`config.mk`:
```
export PLATFORM = sky130hd
export DESIGN_NAME = mvb_manchester_rx
export DESIGN_NICKNAME = d
export VERILOG_FILES = /design/src/rtl/mvb_manchester_rx.sv
export SDC_FILE = /design/constraint.sdc
export NUM_CORES = 1
export LEC_CHECK = 0
export ABC_AREA = 1
export CAP_MARGIN = 10
export CORE_ASPECT_RATIO = 1.1
export CORE_MARGIN = 2
export CORE_UTILIZATION = 45
export DETAILED_ROUTE_END_ITERATION = 8
export PLACE_DENSITY = 0.69
export SKIP_CTS_REPAIR_TIMING = 1
export SYNTH_ARGS = -nofsm -noshare
export SYNTH_HDL_FRONTEND = slang
export SYNTH_SLANG_ARGS = --single-unit
```
`constraint.sdc`:
```
create_clock -name clk_24M -period 3.62 [get_ports clk_24M]
set_input_delay 0.362 -clock clk_24M [delete_from_list [all_inputs] [get_ports clk_24M]]
set_output_delay 0.362 -clock clk_24M [all_outputs]
set_load 0.01 [all_outputs]
```
`src/rtl/mvb_manchester_rx.sv`:
```
// mvb_manchester_rx: MVB Manchester line receiver. It does 16x oversampled delimiter detection,
// word decoding and a CRC7/parity check per block. Define MVB_RX_GLITCH_FILTER_EN to add a 3-sample majority filter.
module mvb_manchester_rx #(
    parameter logic [15:0] MDELIM       = 16'hE4B0,
    parameter logic [15:0] SDELIM       = 16'hE1B4,
    parameter int          IDLE_SAMPLES = 32
) (
    input  logic        clk_24M,
    input  logic        rst,
    input  logic        line_in,
    input  logic [4:0]  frame_len,
    output logic [15:0] word_out,
    output logic        word_valid,
    output logic        frame_start,
    output logic        frame_is_master,
    output logic        frame_done,
    output logic        manch_err,
    output logic        delim_err,
    output logic        crc_err,
    output logic        len_err
);
    localparam int IW = $clog2(IDLE_SAMPLES + 1);

    typedef enum logic [2:0] {S_IDLE, S_DELIM, S_DATA, S_CHECK, S_END, S_ERR} state_t;

    logic [1:0]  r_sync;
    logic        w_lvl;
    logic        r_prev;
    logic        w_edge;
    logic [2:0]  r_ph;
    logic        r_hb_v;
    logic        r_hb;

`ifdef MVB_RX_GLITCH_FILTER_EN
    logic [2:0]  r_maj;
    logic        r_lvl;

    always_ff @(posedge clk_24M) begin
        if (!rst) begin
            r_maj <= '0;
            r_lvl <= 1'b0;
        end else begin
            r_maj <= {r_maj[1:0], r_sync[1]};
            r_lvl <= (r_maj[0] & r_maj[1]) | (r_maj[0] & r_maj[2]) | (r_maj[1] & r_maj[2]);
        end
    end
    assign w_lvl = r_lvl;
`else
    assign w_lvl = r_sync[1];
`endif

    assign w_edge = w_lvl ^ r_prev;

    // NOTE: clocked blocks use only <=, so every register sees the pre-edge value of every other.
    always_ff @(posedge clk_24M) begin
        if (!rst) begin
            r_sync <= '0;
            r_prev <= 1'b0;
            r_ph   <= 3'd0;
            r_hb_v <= 1'b0;
            r_hb   <= 1'b0;
        end else begin
            r_sync <= {r_sync[0], line_in};
            r_prev <= w_lvl;
            r_ph   <= w_edge ? 3'd0 : r_ph + 3'd1;
            r_hb_v <= (r_ph == 3'd3) && !w_edge;
            r_hb   <= w_lvl;
        end
    end

    state_t      r_state;
    logic [14:0] r_hs;
    logic [3:0]  r_hcnt;
    logic [3:0]  r_bcnt;
    logic        r_half;
    logic        r_first;
    logic [14:0] r_word;
    logic [4:0]  r_wcnt;
    logic [4:0]  r_len;
    logic [1:0]  r_blk;
    logic [6:0]  r_crc;
    logic        r_par;
    logic [6:0]  r_chk;
    logic [IW-1:0] r_idle;

    logic [15:0] w_hs_next;
    logic [15:0] w_word_next;
    logic [6:0]  w_crc_next;
    logic        w_pair_bad;

    function automatic logic [6:0] crc7_next(input logic [6:0] crc, input logic d);
        return {crc[5:0], 1'b0} ^ (((d ^ crc[6]) != 1'b0) ? 7'h65 : 7'h00);
    endfunction

    assign w_hs_next   = {r_hs, r_hb};
    assign w_word_next = {r_word, r_first};
    assign w_crc_next  = crc7_next(r_crc, r_first);
    assign w_pair_bad  = (r_first == r_hb);

    always_ff @(posedge clk_24M) begin
        if (!rst) begin
            r_state <= S_IDLE;
            r_hs <= '0;  r_hcnt <= '0;  r_bcnt <= '0;  r_half <= 1'b0;  r_first <= 1'b0;
            r_word <= '0;  r_wcnt <= '0;  r_len <= '0;  r_blk <= '0;
            r_crc <= '0;  r_par <= 1'b0;  r_chk <= '0;  r_idle <= '0;
            word_out <= '0;  word_valid <= 1'b0;  frame_start <= 1'b0;  frame_done <= 1'b0;
            frame_is_master <= 1'b0;
            manch_err <= 1'b0;  delim_err <= 1'b0;  crc_err <= 1'b0;  len_err <= 1'b0;
        end else begin
            word_valid  <= 1'b0;
            frame_start <= 1'b0;
            frame_done  <= 1'b0;
            case (r_state)
                S_IDLE: if (w_edge && w_lvl) begin
                    r_state <= S_DELIM;
                    r_hcnt  <= '0;
                end
                S_DELIM: if (r_hb_v) begin
                    r_hs   <= w_hs_next[14:0];
                    r_hcnt <= r_hcnt + 4'd1;
                    if (r_hcnt == 4'd15) begin
                        if (w_hs_next == MDELIM || w_hs_next == SDELIM) begin
                            frame_start     <= 1'b1;
                            frame_is_master <= (w_hs_next == MDELIM);
                            manch_err <= 1'b0;  delim_err <= 1'b0;  crc_err <= 1'b0;  len_err <= 1'b0;
                            r_len  <= frame_len;
                            r_half <= 1'b0;  r_bcnt <= '0;  r_wcnt <= '0;  r_blk <= '0;
                            r_crc  <= '0;    r_par  <= 1'b0;
                            if (frame_len == 5'd0) begin
                                len_err    <= 1'b1;
                                frame_done <= 1'b1;
                                r_idle     <= '0;
                                r_state    <= S_ERR;
                            end else begin
                                r_state <= S_DATA;
                            end
                        end else begin
                            delim_err  <= 1'b1;
                            frame_done <= 1'b1;
                            r_idle     <= '0;
                            r_state    <= S_ERR;
                        end
                    end
                end
                S_DATA: if (r_hb_v) begin
                    r_half <= ~r_half;
                    if (!r_half) begin
                        r_first <= r_hb;
                    end else if (w_pair_bad) begin
                        // A low pair on a word boundary is the line going idle early.
                        if (!r_hb && r_bcnt == 4'd0) len_err <= 1'b1;
                        else                         manch_err <= 1'b1;
                        frame_done <= 1'b1;
                        r_idle     <= '0;
                        r_state    <= S_ERR;
                    end else begin
                        r_word <= w_word_next[14:0];
                        r_crc  <= w_crc_next;
                        r_par  <= r_par ^ r_first;
                        r_bcnt <= r_bcnt + 4'd1;
                        if (r_bcnt == 4'd15) begin
                            word_out   <= w_word_next;
                            word_valid <= 1'b1;
                            r_wcnt     <= r_wcnt + 5'd1;
                            r_blk      <= r_blk + 2'd1;
                            if (r_blk == 2'd3 || r_wcnt + 5'd1 == r_len) r_state <= S_CHECK;
                        end
                    end
                end
                S_CHECK: if (r_hb_v) begin
                    r_half <= ~r_half;
                    if (!r_half) begin
                        r_first <= r_hb;
                    end else if (w_pair_bad) begin
                        manch_err  <= 1'b1;
                        frame_done <= 1'b1;
                        r_idle     <= '0;
                        r_state    <= S_ERR;
                    end else begin
                        r_chk  <= {r_chk[5:0], r_first};
                        r_bcnt <= r_bcnt + 4'd1;
                        if (r_bcnt == 4'd7) begin
                            if ({r_chk, r_first} != {r_crc, r_par ^ (^r_crc)}) crc_err <= 1'b1;
                            r_crc  <= '0;
                            r_par  <= 1'b0;
                            r_bcnt <= '0;
                            r_hcnt <= '0;
                            r_state <= (r_wcnt < r_len) ? S_DATA : S_END;
                        end
                    end
                end
                S_END: if (r_hb_v) begin
                    if (r_hb) begin
                        len_err    <= 1'b1;
                        frame_done <= 1'b1;
                        r_idle     <= '0;
                        r_state    <= S_ERR;
                    end else if (r_hcnt == 4'd1) begin
                        frame_done <= 1'b1;
                        r_state    <= S_IDLE;
                    end else begin
                        r_hcnt <= r_hcnt + 4'd1;
                    end
                end
                S_ERR: begin
                    if (w_lvl)                                r_idle  <= '0;
                    else if (r_idle == IW'(IDLE_SAMPLES - 1)) r_state <= S_IDLE;
                    else                                      r_idle  <= r_idle + IW'(1);
                end
                default: r_state <= S_IDLE;
            endcase
        end
    end
endmodule

```
==> summary.md, run 1 <==
| Metric | Value |
|---|---|
| Status | finished, final reports clean |
| DP Cell Count | 902 |
| Vias per cell | 5.15 |
| Worst hold path depth | 2 |
| Most frequent cells in the layout | nand2_1, nor2_1, dfxtp_1, inv_1, o21ai_0 |
| N_diodes | 0 |
| Largest net degree at the start of global routing | 40 |
| Fin nets | 786 |
| Die Height | 117 um |
| Worst path max stage delay | 550 ps |
| Tcrit/Tclk final | 73.6% |
| Worst path arrival time | 2910 ps |
| Vias in the first global route | 4211 |
| CTS H-Tree Depth | 3 |
| Leakage | 2.41 nW |
| Setup Crit Path Kind | flip-flop to flip-flop |
| Number of flops mapped to enable cells by yosys | 0 |
| Worst-margin pin slew | 840 ps |
| Unrepaired setup endpoints after global routing | false |
| CP required | 3870 ps |
| Share of layout cells above drive strength 1 | 6.51% |
| Global-route met3 utilization | 2.93% |
| Core Area | 11400 um^2 |
| Initial Util | 45.7% |
| Met1 Use GR | 25.0% |
| Synth area leader | dfxtp_1 |
| Final Critical Period | 2670 ps |
| Initial antenna violation count | 0 |
| Drt wl/cell | 13.1 um |
| Port Buffers | 31 |
| Critical Path Most Common Cell | inv_2 |
| Top-area cell type share of the netlist area | 41.2% |
| Setup-failing EPs final | 0 |
| Relative slew margins | 43.9% |
| Count of pins over their slew limit | 0 |
| Worst-skew pair later-pin latency | 350 ps |
| CTS max path bufs | 2 |
| Clock Sinks | 107 |
| Power Dens Cells | 525 nW/um^2 |
| Drt pass-1 iters | 5 |
| Mapped Area | 5200 um^2 |
| Syn Inst Count | 743 |
| Largest cells by area after synthesis | dfxtp_1, nand2_1, nor2_1, o21ai_0, inv_1 |
| CTS tree | built |
| Setup TNS | 0 ps |
| Syn avg cell area | 7.00 um^2 |
| Post-DP HPWL | 8.83 mm |
| CP Capture Type | flip-flop |
| Via Count | 4724 |
| Synth Register Bits | 107 |
| Worst R2R Path Depth | 8 |
| Clk_skew | 5.71 ps |
| DIE AREA | 12400 um^2 |
| Most common cell after layout, fill and taps aside | nand2_1 |
| CTS buffer count | 9 |
| Met2 Track Usage GR | 33.6% |
| Minimum hold slack | 419 ps |
| Net Count, Synth | 766 |
| Core Rows | 41 |
| Die Wd | 107 um |
| Slowest-stage cell, CP | nor3_4 |
| Final Non-Filler Cells | 918 |
| Global route overflow | 0 |
| DRC Markers | 0 |
| Fin util | 51.6% |
| Area Overhead vs Synth | 13.0% |
| CP Cell Sequence | nor3_4 > nand2_1 > nor2_2 > inv_2 > nor2_4 > inv_2 > o21ai_0 > nor2_1 |
| Fmax | 0.375 GHz |
| First-pass GRT wire length | 19.7 mm |
| Final hold vios | 0 |
| Cell variety after synth | 39 |
| Io pins | 32 |
| CP Launch Type | flip-flop |
| Asr flop ratio synth | 0% |
| Max_cap viols | 0 |
| Hold Path Class | flip-flop to flip-flop |
| Max VDD drop | 0.286 mV |
| Iter 0 DRT Violations | 263 |
| Post-synthesis sequential area ratio | 41.2% |
| Most used routing layer | met2 |
| Ys flop type | dfxtp_1 |
| Yosys warnings | 0 |
| DRT antenna net count | 0 |
| Gpl congestion | 0.895 |
| CP max FO | 19 |
| Power Total | 3.09 mW |
| Tot GR Track Use | 19.9% |
| Clock-pin slew on the worst setup and hold paths | 70 ps |
| WL final | 12.1 mm |
| CTS root buffer | clkbuf_16 |
-- cells in the mapped netlist, drive strengths merged (2+ instances only) --
cell and n:
inv 82, clkbuf 15, nand3b 3, nor4 2, nor2 144, nand2 142
ha 15, nand3 35, nor3 12, a21oi 54, dfxtp 107, a211oi 5
buf 9, o22ai 2, xor2 9, or2 4, nand4 13, o21ai 75
xnor2 8
-- final timing paths --
path	end	start	slack [ps]
setup / recovery	word_out[1]	r_state[0]	950
hold / removal	r_sync[1]	r_sync[0]	420
setup reg to reg	word_out[1]	r_state[0]	950
hold reg to reg	r_sync[1]	r_sync[0]	420
-- layer usage --
layer | vias up | wire (um) | part of all wire (%)
met5 | - | 0 | 0
met4 | 0 | 379 | 3.1
met3 | 23 | 543 | 4.5
met2 | 98 | 5680 | 47
met1 | 2169 | 5460 | 45
li1 | 2434 | - | -
-- where the power goes --
part           switching (mW)  internal (mW)
combinational           0.492          0.293
clock                   0.466          0.478
sequential              0.102           1.25
total                    1.06           2.03
-- through the flow --
step | setup slack, ps | instance area (um^2)
after global placement | 1120 | 5600
after detailed placement | 924 | 5600
after CTS | 909 | 5880
final | 955 | 5880
after global routing | 653 | 5880
after floorplan | 1940 | 5200
-- area by class of cell --
type | instances | area (um^2)
Sequential cell | 107 | 2140
Clock buffer | 9 | 225
Fill cell | 1138 | 5510
Timing Repair Buffer | 33 | 320
Clock inverter | 7 | 56.3
Inverter | 82 | 308
Tap cell | 150 | 188
Multi-Input combinational cell | 530 | 2640
-- cell families (layout without fill, tap and decap cells) --
kind of cell | after synthesis | count (layout) | synth area share [%]
flip-flops | 107 | 107 | 41.2
adder cells (fa/ha/maj) | 15 | 15 | 3.61
XOR/XNOR | 17 | 17 | 2.86
AO/OA/AOI/OAI | 141 | 141 | 14.7
AND/OR/NAND/NOR | 357 | 357 | 29.6
buffers and inverters | 106 | 131 | 8.13
-- flip-flops by register name, summed over array words and instances (netlist names), 4 cells and up --
register	count
word_out	16
r_hs	15
r_word	15
r_chk	7
r_crc	7
r_idle	6
r_len	5
r_wcnt	5
r_bcnt	4
r_hcnt	4
-- critical path, delay by kind of cell, from the launching register on --
family | cells | cell delay (ps)
AND/OR/NAND/NOR | 5 | 1510
buffers and inverters | 2 | 390
AO/OA/AOI/OAI | 1 | 210
flip-flops | 1 | 430
Note: power is estimated with default switching activity, not from simulation.
==> run 2, diff against run 1 <==
PLACE_DENSITY = 0.72   (was 0.69)
clock period = 2.2 ns   (was 3.62 ns; I/O delays follow)
==> run 2 against run 1 <==
Combinational power grew 67%; via count grew 1.4%; flip-flop and latch count is the same; hold slack lost 170 ps; first-iteration DRC count grew 15%; clock power grew 92%; global-route usage grew 1.1 points.
==> summary.md, run 2 (synthesized netlist as in run 1, its figures left out) <==
| Metric | Value |
|---|---|
| Status | finished, final reports clean |
| Setup Crit Path Kind | flip-flop to flip-flop |
| Fin util | 53.0% |
| Die Wd | 107 um |
| Post-DP HPWL | 9.36 mm |
| Clock-pin slew on the worst setup and hold paths | 70 ps |
| WL final | 12.4 mm |
| Slowest-stage cell, CP | dfxtp_1 |
| Cell area after placement | 5690 um^2 |
| Core Rows | 41 |
| Port Buffers | 31 |
| DIE AREA | 12400 um^2 |
| Fin nets | 797 |
| Final worst slack | 292 ps |
| Share of layout cells above drive strength 1 | 8.34% |
| Global route overflow | 0 |
| Final Non-Filler Cells | 929 |
| Most frequent cells in the layout | nand2_1, nor2_1, dfxtp_1, inv_1, o21ai_0 |
| Worst min-delay path startpoint | rst |
| Largest net degree at the start of global routing | 62 |
| Fmax | 0.524 GHz |
| Worst hold path depth | 3 |
| CTS H-Tree Depth | 3 |
| CTS tree | built |
| Setup-failing EPs final | 0 |
| CP max FO | 6 |
| Worst-skew pair later-pin latency | 360 ps |
| Vias per cell | 5.16 |
| CP Launch Type | flip-flop |
| Clk_skew | 15.2 ps |
| Critical R2R Capture | r_hcnt[0] |
| Drt wl/cell | 13.3 um |
| Core Area | 11400 um^2 |
| Final hold vios | 0 |
| Max_cap viols | 0 |
| Iter 0 DRT Violations | 303 |
| Power Total | 5.35 mW |
| DRC Markers | 0 |
| CTS root buffer | clkbuf_16 |
| Max VDD drop | 0.334 mV |
| Initial Util | 45.7% |
| CP Cell Sequence | inv_2 > nand2_1 > nand2_1 > inv_2 > nand2_1 > nand2_1 > nor3_2 > nand3_2 > o21ai_0 > nor2_1 |
| Crit path launch | r_hb |
| First-pass GRT wire length | 20.8 mm |
| CP Capture Type | flip-flop |
| Worst path arrival time | 2140 ps |
| Post-placement worst setup slack | 154 ps |
| Most common cell after layout, fill and taps aside | nand2_1 |
| CTS buffer count | 9 |
| Setup TNS | 0 ps |
| Max reg flops | 16 |
| CTS max path bufs | 2 |
| Reg2reg start | r_hb |
| Unrepaired setup endpoints after global routing | false |
| DRT antenna net count | 0 |
| Clock Sinks | 107 |
| Power Dens Cells | 886 nW/um^2 |
| Worst-margin pin slew | 558 ps |
| Io pins | 32 |
| Minimum hold slack | 252 ps |
| Final Critical Period | 1910 ps |
| Worst hold path endpoint | r_hb |
| Gpl congestion | 0.966 |
| Via Count | 4790 |
| Tot GR Track Use | 20.9% |
| Worst R2R Path Depth | 10 |
| Initial antenna violation count | 0 |
| Drt pass-1 iters | 5 |
| N_diodes | 0 |
| Vias in the first global route | 4459 |
| Leakage | 2.49 nW |
| Tcrit/Tclk final | 86.7% |
| Worst path max stage delay | 380 ps |
| DP Cell Count | 913 |
| Relative slew margins | 62.8% |
| Area Overhead vs Synth | 16.1% |
| Die Height | 117 um |
| Hold Path Class | input port to flip-flop |
| FF-to-FF setup slack | 290 ps |
| CP required | 2440 ps |
| Design area | 6040 um^2 |
| Largest regs | word_out (16), r_hs (15), r_word (15) |
| Biggest register | word_out |
| Count of pins over their slew limit | 0 |
| Critical Path Most Common Cell | nand2_1 |
==> run 2: cell types whose count changed in the layout (fill, tap and decap cells not counted), moves of 2 or more <==
cell and change:
inv_8 +4, inv_6 -4, buf_4 +10, bufinv_16 +2
==> run 2: power by group <==
group / switching, mW / internal [mW] / total, mW
combinational: 0.818 / 0.490 / 1.31
sequential: 0.166 / 2.07 / 2.23
clock: 0.779 / 1.03 / 1.81
total: 1.76 / 3.59 / 5.35
==> run 2: how the worst max path moves through the flow <==
stage / slack [ps] / to
finish: 290 / r_hcnt[0]
global route: 40 / r_wcnt[2]
CTS: 150 / r_hs[8]
detailed placement: 150 / r_hs[0]
global placement: 200 / r_hs[0]
floorplan: 520 / r_wcnt[0]
==> run 2: layout make-up <==
cell class / instances / area, um^2
well taps: 150 / 188
clock inverters: 7 / 114
multi-input cells: 530 / 2640
fillers: 1123 / 5350
clock buffers: 9 / 225
flip-flops and latches: 107 / 2140
repair buffers: 44 / 415
inverters: 82 / 312
==> run 2: critical path: cells and delay by family (launching register included) <==
family | cells | cell delay (ps)
flops | 1 | 380
simple gates | 7 | 970
buf+inv | 2 | 220
compound gates | 1 | 230
==> run 2: metal layers <==
metal / vias up / share of wire, % / global-route usage (%)
li1: 2459 / - / -
met1: 2208 / 45 / 26.2
met2: 99 / 49 / 35.9
met3: 24 / 4.0 / 4.21
met4: 0 / 2.5 / 8.05
met5: - / 0 / 0
